===== src/rtl/tl_pkg.sv =====
// Shared types and constants for the transfer-layer egress path.
// Word width, port count, counter width, arbiter states, quantum decode.
package tl_pkg;

  localparam int DATA_W = 12;
  localparam int NPORT  = 4;
  localparam int CNT_W  = 5;

  // A quantum field of zero selects the longest burst.
  localparam logic [3:0] QZERO = 4'd8;

  typedef enum logic [1:0] {
    WAIT_INIT,
    IDLE,
    ARB,
    BURST
  } arb_st_t;

  function automatic logic [3:0] qdec(input logic [2:0] q);
    return (q == 3'd0) ? QZERO : {1'b0, q};
  endfunction

endpackage


===== src/rtl/egress_skid2.sv =====
// Two-entry {port, data} egress buffer with valid/ready output.
// Ports: in_valid/in_port/in_data push, occ count, valid_out/port_out/data_out/ready_in egress.
module egress_skid2 #(
  parameter int DATA_W = 12
) (
  input  logic              clk,
  input  logic              rst_n,
  input  logic              in_valid,
  input  logic [1:0]        in_port,
  input  logic [DATA_W-1:0] in_data,
  output logic [1:0]        occ,
  output logic              valid_out,
  output logic [1:0]        port_out,
  output logic [DATA_W-1:0] data_out,
  input  logic              ready_in
);

  logic [DATA_W+1:0] e0;
  logic [DATA_W+1:0] e1;
  logic [DATA_W+1:0] din;
  logic              hs;

  assign din       = {in_port, in_data};
  assign valid_out = (occ != 2'd0);
  assign hs        = valid_out && ready_in;
  assign port_out  = e0[DATA_W+1:DATA_W];
  assign data_out  = e0[DATA_W-1:0];

  always_ff @(posedge clk or negedge rst_n) begin
    if (!rst_n) begin
      e0  <= '0;
      e1  <= '0;
      occ <= 2'd0;
    end else begin
      case ({in_valid, hs})
        2'b10: begin
          if (occ == 2'd0) e0 <= din;
          else             e1 <= din;
          occ <= occ + 2'd1;
        end
        2'b01: begin
          e0  <= e1;
          occ <= occ - 2'd1;
        end
        2'b11: begin
          // Head leaves while a new word lands.
          if (occ == 2'd1) begin
            e0 <= din;
          end else begin
            e0 <= e1;
            e1 <= din;
          end
        end
        default: ;
      endcase
    end
  end

endmodule


===== src/rtl/egress_rr_arbiter.sv =====
// Weighted round-robin drain of four class FIFOs onto one egress stream.
// Ports: init/quantum control, fifo_empty/dataOutputPn/popOutPn FIFO side, egress, req/idx counter query, idle.
module egress_rr_arbiter
  import tl_pkg::*;
#(
  parameter int DATA_W = tl_pkg::DATA_W,
  parameter int CNT_W  = tl_pkg::CNT_W
) (
  input  logic              clk,
  input  logic              reset,
  input  logic              init,
  input  logic [2:0]        quantum,
  input  logic [3:0]        fifo_empty,
  input  logic [DATA_W-1:0] dataOutputP0,
  input  logic [DATA_W-1:0] dataOutputP1,
  input  logic [DATA_W-1:0] dataOutputP2,
  input  logic [DATA_W-1:0] dataOutputP3,
  output logic              popOutP0,
  output logic              popOutP1,
  output logic              popOutP2,
  output logic              popOutP3,
  output logic [DATA_W-1:0] data_out,
  output logic [1:0]        port_out,
  output logic              valid_out,
  input  logic              ready_in,
  input  logic              req,
  input  logic [1:0]        idx,
  output logic [CNT_W-1:0]  counterOut,
  output logic              counterValid,
  output logic              idle
);

  arb_st_t           st;
  logic [1:0]        last;
  logic [1:0]        gnt;
  logic [1:0]        nxt;
  logic [1:0]        cand;
  logic              found;
  logic [3:0]        bcnt;
  logic [3:0]        qreg;
  logic              infl;
  logic [1:0]        infl_p;
  logic [1:0]        occ;
  logic              hs;
  logic              permit;
  logic              pop;
  logic              allemp;
  logic [3:0]        pops;
  logic [DATA_W-1:0] rdata;
  logic [CNT_W-1:0]  cnt [NPORT];

  assign allemp = &fifo_empty;
  assign hs     = valid_out && ready_in;
  // Room must exist for the popped word once the in-flight one lands.
  assign permit = ({1'b0, occ} + {2'b0, infl}) < (3'd2 + {2'b0, hs});
  assign pop    = (st == BURST) && permit && !fifo_empty[gnt] && !init;
  assign pops   = pop ? (4'b0001 << gnt) : 4'b0000;

  assign popOutP0 = pops[0];
  assign popOutP1 = pops[1];
  assign popOutP2 = pops[2];
  assign popOutP3 = pops[3];

  assign idle = (st == IDLE) && (occ == 2'd0) && !infl;

  always_comb begin
    found = 1'b0;
    nxt   = last;
    cand  = last;
    for (int i = 1; i <= NPORT; i++) begin
      cand = last + 2'(i);
      if (!found && !fifo_empty[cand]) begin
        found = 1'b1;
        nxt   = cand;
      end
    end
  end

  always_comb begin
    rdata = dataOutputP0;
    unique case (infl_p)
      2'd1:    rdata = dataOutputP1;
      2'd2:    rdata = dataOutputP2;
      2'd3:    rdata = dataOutputP3;
      default: rdata = dataOutputP0;
    endcase
  end

  egress_skid2 #(
    .DATA_W(DATA_W)
  ) u_skid (
    .clk      (clk),
    .rst_n    (reset),
    .in_valid (infl),
    .in_port  (infl_p),
    .in_data  (rdata),
    .occ      (occ),
    .valid_out(valid_out),
    .port_out (port_out),
    .data_out (data_out),
    .ready_in (ready_in)
  );

  always_ff @(posedge clk or negedge reset) begin
    if (!reset) begin
      st     <= WAIT_INIT;
      last   <= 2'd3;
      gnt    <= 2'd0;
      bcnt   <= 4'd0;
      qreg   <= 4'd1;
      infl   <= 1'b0;
      infl_p <= 2'd0;
    end else begin
      infl <= pop;
      if (pop) infl_p <= gnt;
      if (init) begin
        qreg <= qdec(quantum);
        bcnt <= 4'd0;
        st   <= (st == WAIT_INIT) ? IDLE : ARB;
      end else begin
        unique case (st)
          WAIT_INIT: ;
          IDLE: if (!allemp) st <= ARB;
          ARB: begin
            if (found) begin
              gnt  <= nxt;
              last <= nxt;
              bcnt <= 4'd0;
              st   <= BURST;
            end else begin
              st <= IDLE;
            end
          end
          BURST: begin
            if (permit) begin
              if (fifo_empty[gnt]) begin
                st <= allemp ? IDLE : ARB;
              end else begin
                bcnt <= bcnt + 4'd1;
                if (bcnt + 4'd1 == qreg) st <= ARB;
              end
            end
          end
          default: st <= WAIT_INIT;
        endcase
      end
    end
  end

  always_ff @(posedge clk or negedge reset) begin
    if (!reset) begin
      for (int i = 0; i < NPORT; i++) cnt[i] <= '0;
      counterOut   <= '0;
      counterValid <= 1'b0;
    end else begin
      counterValid <= req;
      if (req) counterOut <= cnt[idx];
      if (init) begin
        for (int i = 0; i < NPORT; i++) cnt[i] <= '0;
      end else if (hs) begin
        cnt[port_out] <= cnt[port_out] + CNT_W'(1);
      end
    end
  end

endmodule


===== config.mk =====
export PLATFORM = sky130hd
export DESIGN_NAME = egress_rr_arbiter
export DESIGN_NICKNAME = d
export VERILOG_FILES = /design/src/rtl/tl_pkg.sv /design/src/rtl/egress_skid2.sv /design/src/rtl/egress_rr_arbiter.sv
export SDC_FILE = /design/constraint.sdc
export NUM_CORES = 1
export LEC_CHECK = 0
export CORE_ASPECT_RATIO = 1.2
export CORE_UTILIZATION = 41
export DETAILED_ROUTE_END_ITERATION = 16
export PLACE_DENSITY = 0.67
export SKIP_CTS_REPAIR_TIMING = 1
export SLEW_MARGIN = 10
export SYNTH_ARGS = -nofsm -noshare
export SYNTH_HDL_FRONTEND = slang
export SYNTH_SLANG_ARGS = --single-unit

===== constraint.sdc =====
create_clock -name clk -period 4.7 [get_ports clk]
set_input_delay 1.175 -clock clk [delete_from_list [all_inputs] [get_ports clk]]
set_output_delay 1.175 -clock clk [all_outputs]
set_load 0.01 [all_outputs]

==> results of run 1 <==
## cell families after synthesis
family	after synthesis	share of synthesized area, %
flops	73	45.36
compound gates	65	10.88
mux	54	20.65
buf+inv	35	3.845
xor+xnor	21	4.558
fa+ha+maj	13	4.031
simple gates	91	10.67
## worst min-delay path by stage
stage	from	endpoint	slack, ns	cells past startpoint
global route	u_skid.e0[8]	u_skid.e0[8]	0.52	2
finish	u_skid.e0[10]	u_skid.e0[10]	0.47	2
CTS	u_skid.e0[7]	u_skid.e0[7]	0.48	2
global placement	u_skid.e0[2]	u_skid.e0[2]	0.46	2
detailed placement	u_skid.e0[7]	u_skid.e0[7]	0.47	2
floorplan	qreg[3]	qreg[3]	0.47	2
## through the flow
step / instances / hold slack, ns / util (%) / setup WS (ns) / cell area [um2]
finish: 562 / 0.4749 / 55.85 / 0.3377 / 5341
global route: 562 / 0.5162 / 55.85 / 0.1134 / 5341
global placement: 546 / 0.4609 / 52.17 / 0.4230 / 4990
floorplan: 352 / 0.4655 / - / 1.499 / 4035
CTS: 562 / 0.4833 / 55.85 / 0.3389 / 5341
detailed placement: 546 / 0.4705 / 52.17 / 0.3663 / 4990
## area by class of cell
cell class / count / share of cell area, %
sequential: 73 / 34.27
multi-input combinational: 244 / 38.37
tap: 123 / 2.881
clock buffer: 10 / 4.474
inverter: 14 / 0.9838
clock inverter: 6 / 2.108
timing repair buffer: 92 / 16.91
## registers in the layout, summed over array words and instances (netlist names), 2 cells and up
name        cells
u_skid.occ      2
bcnt            4
qreg            4
cnt            20
counterOut      5
st              2
u_skid.e1      14
last            2
infl_p          2
gnt             2
u_skid.e0      14
## worst max-delay path, cell delays in order
cell and delay (ns):
clkdlybuf4s50_1 0.52, nor3b_1 0.26, a22o_1 0.18, and2_1 0.29
nand2_1 0.12, nor2_1 0.10, clkdlybuf4s50_1 0.54
## metal layers
| layer | track usage (%) | vias up |
|---|---|---|
| met1 | 24.60 | 1487 |
| met5 | 0 | - |
| li1 | - | 1435 |
| met4 | 5.833 | 0 |
| met2 | 32.59 | 77 |
| met3 | 4.252 | 12 |
## cells in the final DEF (no fill, tap or decap), drive strengths merged, types with 4 or more instances in the layout
cell type       n
a211oi          5
and3            7
mux2i           9
o21ai          22
xor2           10
mux4           21
inv            16
dfrtp          70
clkbuf         10
mux2           24
buf             6
ha             13
a22oi          14
a21oi           7
nand2          38
nand3           5
nor3            4
nor2           25
xnor2          11
clkdlybuf4s50  86
## power by group
group          switching (mW)  internal, mW  total, mW
logic                   0.500         0.608       1.11
clock network           0.262         0.535      0.797
registers               0.222         0.827       1.05
==> summary.md, run 1 <==
| Metric | Value |
|---|---|
| Status | complete, no violations |
| Die H | 110.7 um |
| Synthesized area | 4035 um2 |
| Drt pass-1 iters | 4 |
| Yosys top cell by area | dfrtp_1 |
| # setup viols final | 0 |
| TritonCTS clock tree | done |
| Initial DRC count | 115 |
| Yosys cell types | 46 |
| Mapped Cells | 352 |
| Die ar. | 10240 um2 |
| Remaining antenna violation count | 0 |
| Register area | 1831 um2 |
| Final Hold Vio Count | 0 |
| Global-route wire length before repair | 15380 um |
| Crit path from | init |
| # fillers | 833 |
| Max Cap Viol | 0 |
| Routed vias | 3011 |
| H-tree depth | 3 |
| WL met3 | 378 um |
| Num CTS Buffers | 9 |
| Final wirelength | 9025 um |
| YS warnings | 0 |
| Post-route clock period utilization | 92.81% |
| RePlAce Congestion | 0.7931 |
| Post-synth ARST share | 100.0% |
| Main flop type after synthesis | dfrtp_1 |
| R2r worst-path depth | 9 |
| Multi-input combinational cell area | 2049 um2 |
| Worst EP arrival | 3.19 ns |
| Die X | 92.56 um |
| Clock sink count | 73 |
| Port Buffers | 87 |
| Ratio of cells with drive above 1 in the final layout | 17.31% |
| Initial antenna violation count | 0 |
| Final Slew Violations | 0 |
| RSZ-0062 raised after global routing | false |
| Metal1 wirelength | 3924 um |
| Data required time of the worst path | 3.52 ns |
| Vias in the first global route | 3113 |
| IO Count | 88 |
| Grt total ovfl | 0 |
| Top cells by area, synth | dfrtp_1, mux4_2, mux2_2, ha_1, nand2_1 |
| Critical R2R Launch | u_skid.occ[0] |
| Area delta synth->final | 32.37% |
| CTS Buffer Depth | 2 |
| Synthesized flop and latch total | 73 |
| Mean routed wirelength per cell | 16.06 um |
| Metal2 WL | 4594 um |
| Initial core utilization | 42.19% |
| Hold Crit Class | register to register |
| Post-Route Setup TNS | 0 ns |
| Worst slew margin | 30.03% |
| Design Power | 2.954 mW |
| Clock root buffer | clkbuf_16 |
| FMAX | 229.2 MHz |
| Crit. End Element | primary output |
| Maximum VDD drop | 246.9 uV |
| Register area share after synthesis | 45.36% |
| Syn nets | 427 |
| Post-synth top cells | dfrtp_1, nand2_1, nor2_1 |
| Yosys top cell area share | 43.41% |
| Syn Area/Cell | 11.46 um2 |
| GRT Util Overall | 19.31% |
| HPWL after DPL | 6546 um |
| Worst Max-Slew Pin Slew | 1.050 ns |
| Rows | 39 |
| Clock skew after layout | 0.008445 ns |
| Post-layout min period | 4.362 ns |
| Setup slack, reg-to-reg | 2.40 ns |
| Worst Setup EP | popOutP1 |
| Diodes inserted | 0 |
| Layout net count | 509 |
| Number of vias per cell | 5.358 |
| FF-to-FF End | u_skid.e1[11] |
| Lkg Pwr | 2.278 nW |
| Crit Path Class | primary input to primary output |
| Later-pin clock latency in the skew report | 0.33 ns |
| DR top layer | met4 |
| Number of flops mapped to enable cells by yosys | 0 |
| Core box area | 9564 um2 |
| Power density cells | 553.1 nW/um2 |
| DRC | 0 |
| Largest net degree at the start of global routing | 39 |
| Crit-path max FO | 7 |
| Most frequent cell after synthesis | dfrtp_1 |
| Startpoint types | primary input |
| Reg clk slew, reported paths | 0.06 ns |
Power figures use the tool's default switching activity.
==> run 2: changes to the inputs <==
- DONT_BUFFER_PORTS: unset -> 1
- PLACE_DENSITY: 0.67 -> unset
- SKIP_CTS_REPAIR_TIMING: 1 -> unset
- SLEW_MARGIN: 10 -> 20
==> summary.md, run 2 (synthesis results as in run 1) <==
| Metric | Value |
|---|---|
| Num CTS Buffers | 9 |
| Lkg Pwr | 1.893 nW |
| Die H | 110.7 um |
| Startpoint types | register |
| RePlAce Congestion | 0.7949 |
| Initial antenna violation count | 0 |
| Post-Route Setup TNS | 0 ns |
| FF-to-FF End | u_skid.e0[3] |
| Die X | 92.56 um |
| Number of vias per cell | 5.573 |
| Largest regs | cnt: 20 flops, u_skid.e0: 14 flops, u_skid.e1: 14 flops |
| Ratio of cells with drive above 1 in the final layout | 20.40% |
| Global-route wire length before repair | 13850 um |
| Most frequent cells in the layout | dfrtp_1, nand2_1, nor2_1, mux2_2, o21ai_0 |
| DRC | 0 |
| R2r worst-path depth | 8 |
| Rows | 39 |
| Hold-fix buffers, CTS | 0 |
| Final wirelength | 8352 um |
| Hold Path Sink | qreg[3] |
| TritonCTS clock tree | done |
| Postcts setup bufs | 0 |
| Mean routed wirelength per cell | 17.73 um |
| Leading cell type in the layout, fill and taps excluded | dfrtp_1 |
| Reg clk slew, reported paths | 0.06 ns |
| Core box area | 9564 um2 |
| IO Count | 88 |
| Clock root buffer | clkbuf_16 |
| Initial core utilization | 42.19% |
| GRT Util Overall | 17.53% |
| Data required time of the worst path | 3.52 ns |
| Crit Path Class | register to primary output |
| Remaining antenna violation count | 0 |
| Area delta synth->final | 8.899% |
| CTS Buffer Depth | 2 |
| Final Slew Violations | 0 |
| H-tree depth | 3 |
| Critical R2R Launch | u_skid.occ[0] |
| Hold Crit Class | register to register |
| Crit-path max FO | 7 |
| Post-route clock period utilization | 73.69% |
| Later-pin clock latency in the skew report | 0.33 ns |
| Die ar. | 10240 um2 |
| Port Buffers | 0 |
| Initial DRC count | 98 |
| Power density cells | 596.1 nW/um2 |
| Routed vias | 2625 |
| Min-delay src | qreg[3] |
| Worst EP arrival | 2.29 ns |
| HPWL after DPL | 6003 um |
| Post_cts resized | 0 |
| Worst Max-Slew Pin Slew | 0.9823 ns |
| Worst slew margin | 34.51% |
| Grt total ovfl | 0 |
| RSZ-0062 raised after global routing | false |
| Most flops, register | cnt |
| Crit. End Element | primary output |
| Max FFs per register | 20 |
| Hold Path Cell Cnt | 2 |
| Post-layout min period | 3.463 ns |
| Status | complete, no violations |
| Final Hold Vio Count | 0 |
| Clock sink count | 73 |
| Vias in the first global route | 2717 |
| # setup viols final | 0 |
| Largest net degree at the start of global routing | 74 |
| Setup slack, reg-to-reg | 2.16 ns |
| Layout net count | 418 |
| Design Power | 2.620 mW |
| Max Cap Viol | 0 |
| FMAX | 288.7 MHz |
| Drt pass-1 iters | 4 |
| Maximum VDD drop | 258.7 uV |
| Clock skew after layout | 0.01049 ns |
| Diodes inserted | 0 |
[run 2: cell types whose count changed in the layout (fill, tap and decap cells not counted), sizes merged]
cell,change
clkinv,+1
buf,-5
inv,-1
clkinvlp,+2
clkdlybuf4s50,-86
bufinv,-2
[run 2: worst max path at each step]
stage / from / end / slack [ns]
global placement: fifo_empty[2] / popOutP1 / 1.38
CTS: infl / popOutP1 / 1.19
floorplan: ready_in / popOutP1 / 1.50
detailed placement: fifo_empty[2] / popOutP1 / 1.38
finish: infl / popOutP1 / 1.24
global route: infl / popOutP1 / 1.11
[run 2: area by class of cell]
cell class	count	area, um2
Timing Repair Buffer	1	7.507
Fill cell	903	5170
Tap cell	123	153.9
Clock inverter	6	67.56
Sequential cell	73	1831
Clock buffer	10	229.0
Multi-Input combinational cell	244	2053
Inverter	14	52.55
[run 2: per-stage QoR]
stage	utilization [%]	setup slack [ns]	std cells	hold WS, ns	area [um2]
2_1_floorplan	-	1.499	352	0.4655	4035
3_3_place_gp	42.80	1.384	455	0.4889	4094
3_5_place_dp	42.80	1.381	455	0.4879	4094
4_1_cts	45.91	1.191	471	0.5023	4390
5_1_grt	45.94	1.109	471	0.5153	4394
6_report	45.94	1.237	471	0.4979	4394
[run 2: critical path, cell delays in order, from the launching register on]
cell and delay [ns]:
dfrtp_1 0.44, ha_1 0.23, ha_1 0.26, or2_2 0.33, o31ai_4 0.08, and2_1 0.30
nand2_1 0.10, nor2_1 0.23
[run 2: routing by layer]
metal / GRT usage, % / up-vias / share of wire (%)
met5: 0 / - / 0
met2: 28.05 / 56 / 49
met3: 5.350 / 8 / 5.1
met4: 5.208 / 0 / 1.1
li1: - / 1253 / -
met1: 22.75 / 1308 / 45
[run 2: where the power goes]
group          internal (mW)  switching [mW]
logic                  0.452           0.412
clock network          0.413           0.261
registers              0.828           0.255
==> run 3: changes to the inputs <==
- clock period: 4.7 -> 3.5 ns (I/O delays scaled with it)
==> summary.md, run 3 (synthesis results as in run 1) <==
| Metric | Value |
|---|---|
| Post-Route Setup TNS | 0 ns |
| Crit. End Element | primary output |
| HPWL after DPL | 5928 um |
| Critical R2R Launch | u_skid.occ[0] |
| Sequential share of power | 40.3% |
| Clock skew after layout | 0.006844 ns |
| Initial DRC count | 123 |
| RSZ-0062 raised after global routing | false |
| R2r worst-path depth | 9 |
| Ratio of cells with drive above 1 in the final layout | 20.63% |
| Clock power frac | 27.3% |
| Later-pin clock latency in the skew report | 0.33 ns |
| Worst EP arrival | 2.30 ns |
| Worst slew margin | 40.72% |
| Initial antenna violation count | 0 |
| Power density cells | 815.5 nW/um2 |
| Largest regs | cnt: 20 flops, u_skid.e0: 14 flops, u_skid.e1: 14 flops |
| Global-route wire length before repair | 13660 um |
| Die H | 110.7 um |
| Worst Setup EP | popOutP1 |
| Reg clk slew, reported paths | 0.06 ns |
| Maximum VDD drop | 468.1 uV |
| # fillers | 880 |
| FF-to-FF End | u_skid.e1[12] |
| Port Buffers | 0 |
| Clock sink count | 73 |
| Lkg Pwr | 1.914 nW |
| Core box area | 9564 um2 |
| Initial core utilization | 42.19% |
| FMAX | 315.2 MHz |
| Hold Crit Class | primary input to async pin |
| Post_cts resized | 0 |
| Grt total ovfl | 0 |
| Area delta synth->final | 9.767% |
| Largest net degree at the start of global routing | 74 |
| Number of vias per cell | 5.538 |
| Num CTS Buffers | 9 |
| Sw frac | 34.99% |
| Post-Place Setup Slack | 0.6508 ns |
| Final Slew Violations | 0 |
| H-tree depth | 3 |
| CTS Buffer Depth | 2 |
| Routed vias | 2614 |
| # setup viols final | 0 |
| Final wirelength | 8459 um |
| TritonCTS clock tree | done |
| Post-layout min period | 3.172 ns |
| Vias in the first global route | 2621 |
| Data required time of the worst path | 2.62 ns |
| Combinational group share of total power | 32.4% |
| Placed instance area | 4101 um2 |
| Post-layout instance count excluding filler cells | 472 |
| Max FFs per register | 20 |
| Worst Max-Slew Pin Slew | 0.8824 ns |
| Placed instance count | 456 |
| GRT Util Overall | 17.38% |
| Postcts setup bufs | 0 |
| Crit-path max FO | 7 |
| Crit Path Class | register to primary output |
| Die ar. | 10240 um2 |
| Layout net count | 419 |
| Startpoint types | register |
| Rows | 39 |
| Max Cap Viol | 0 |
| Cell Int Power | 2.348 mW |
| Remaining antenna violation count | 0 |
| Leading cell type in the layout, fill and taps excluded | dfrtp_1 |
| Post-route clock period utilization | 90.64% |
| Setup slack, reg-to-reg | 1.12 ns |
| Diodes inserted | 0 |
| IO Count | 88 |
| Die X | 92.56 um |
| Clock root buffer | clkbuf_16 |
| Final instance area | 4429 um2 |
| Crit path from | infl |
| Most frequent cells in the layout | dfrtp_1, nand2_1, nor2_1, mux2_2, o21ai_0 |
| Final Hold Vio Count | 0 |
| P_sw | 1.264 mW |
| Drt pass-1 iters | 4 |
| RePlAce Congestion | 0.7782 |
| Most flops, register | cnt |
| Mean routed wirelength per cell | 17.92 um |
| DRC | 0 |
| Hold-fix buffers, CTS | 0 |
| Status | complete, no violations |
| Final Worst Setup Slack | 0.3275 ns |
| Design Power | 3.612 mW |
==> run 3: changes by cell type in the layout (fill, tap and decap cells not counted), sizes merged <==
| cell | before | now |
|---|---|---|
| bufinv | 1 | 2 |
| clkinv | 2 | 4 |
| buf | 1 | 2 |
| clkinvlp | 2 | 1 |
| clkbuf | 10 | 9 |
| inv | 15 | 14 |
==> run 3: critical path: stages, from the launching register on <==
cell	delay [ns]
dfrtp_1	0.46
ha_1	0.23
ha_1	0.26
or2_2	0.33
o31ai_4	0.08
and2_1	0.29
nand2_1	0.10
nor2_1	0.23
==> run 3: how the worst min path moves through the flow <==
stage                     startpoint       endpoint  slack, ns  cells past startpoint
after floorplan              qreg[3]        qreg[3]       0.47                      2
after global placement       qreg[3]        qreg[3]       0.49                      2
after detailed placement     qreg[3]        qreg[3]       0.49                      2
after CTS                      reset  counterOut[4]       0.23                      0
after global routing           reset         cnt[0]       0.22                      0
final                          reset  counterOut[4]       0.24                      0
==> run 3: routing by layer <==
metal,up-vias,routed length [um],GRT usage (%)
met3,8,397,4.870
met4,0,97,5.625
li1,1255,-,-
met2,59,4042,26.96
met1,1292,3921,23.44
met5,-,0,0
==> run 3: per-stage QoR <==
| step | util [%] | hold slack (ns) |
|---|---|---|
| floorplan | - | 0.4655 |
| global placement | 42.88 | 0.4874 |
| detailed placement | 42.88 | 0.4887 |
| CTS | 46.23 | 0.2280 |
| global route | 46.31 | 0.2236 |
| finish | 46.31 | 0.2373 |
==> run 3: area by class of cell <==
| type | count | area, um2 | share of cell area, % |
|---|---|---|---|
| flip-flops and latches | 73 | 1831 | 41.33 |
| clock inverters | 7 | 95.09 | 2.147 |
| multi-input cells | 244 | 2057 | 46.44 |
| inverters | 14 | 52.55 | 1.186 |
| well taps | 123 | 153.9 | 3.475 |
| clock buffers | 9 | 225.2 | 5.085 |
| repair buffers | 2 | 15.01 | 0.3390 |
==> run 3: power by group through the flow <==
stage | Sequential, mW | Combinational [mW] | Clock (mW)
detailed placement | 1.47 | 1.17 | 0
global route | 1.51 | 1.31 | 1.04
floorplan | 1.29 | 1.12 | 0
finish | 1.45 | 1.17 | 0.986
global placement | 1.45 | 1.15 | 0
CTS | 1.46 | 1.18 | 1.01
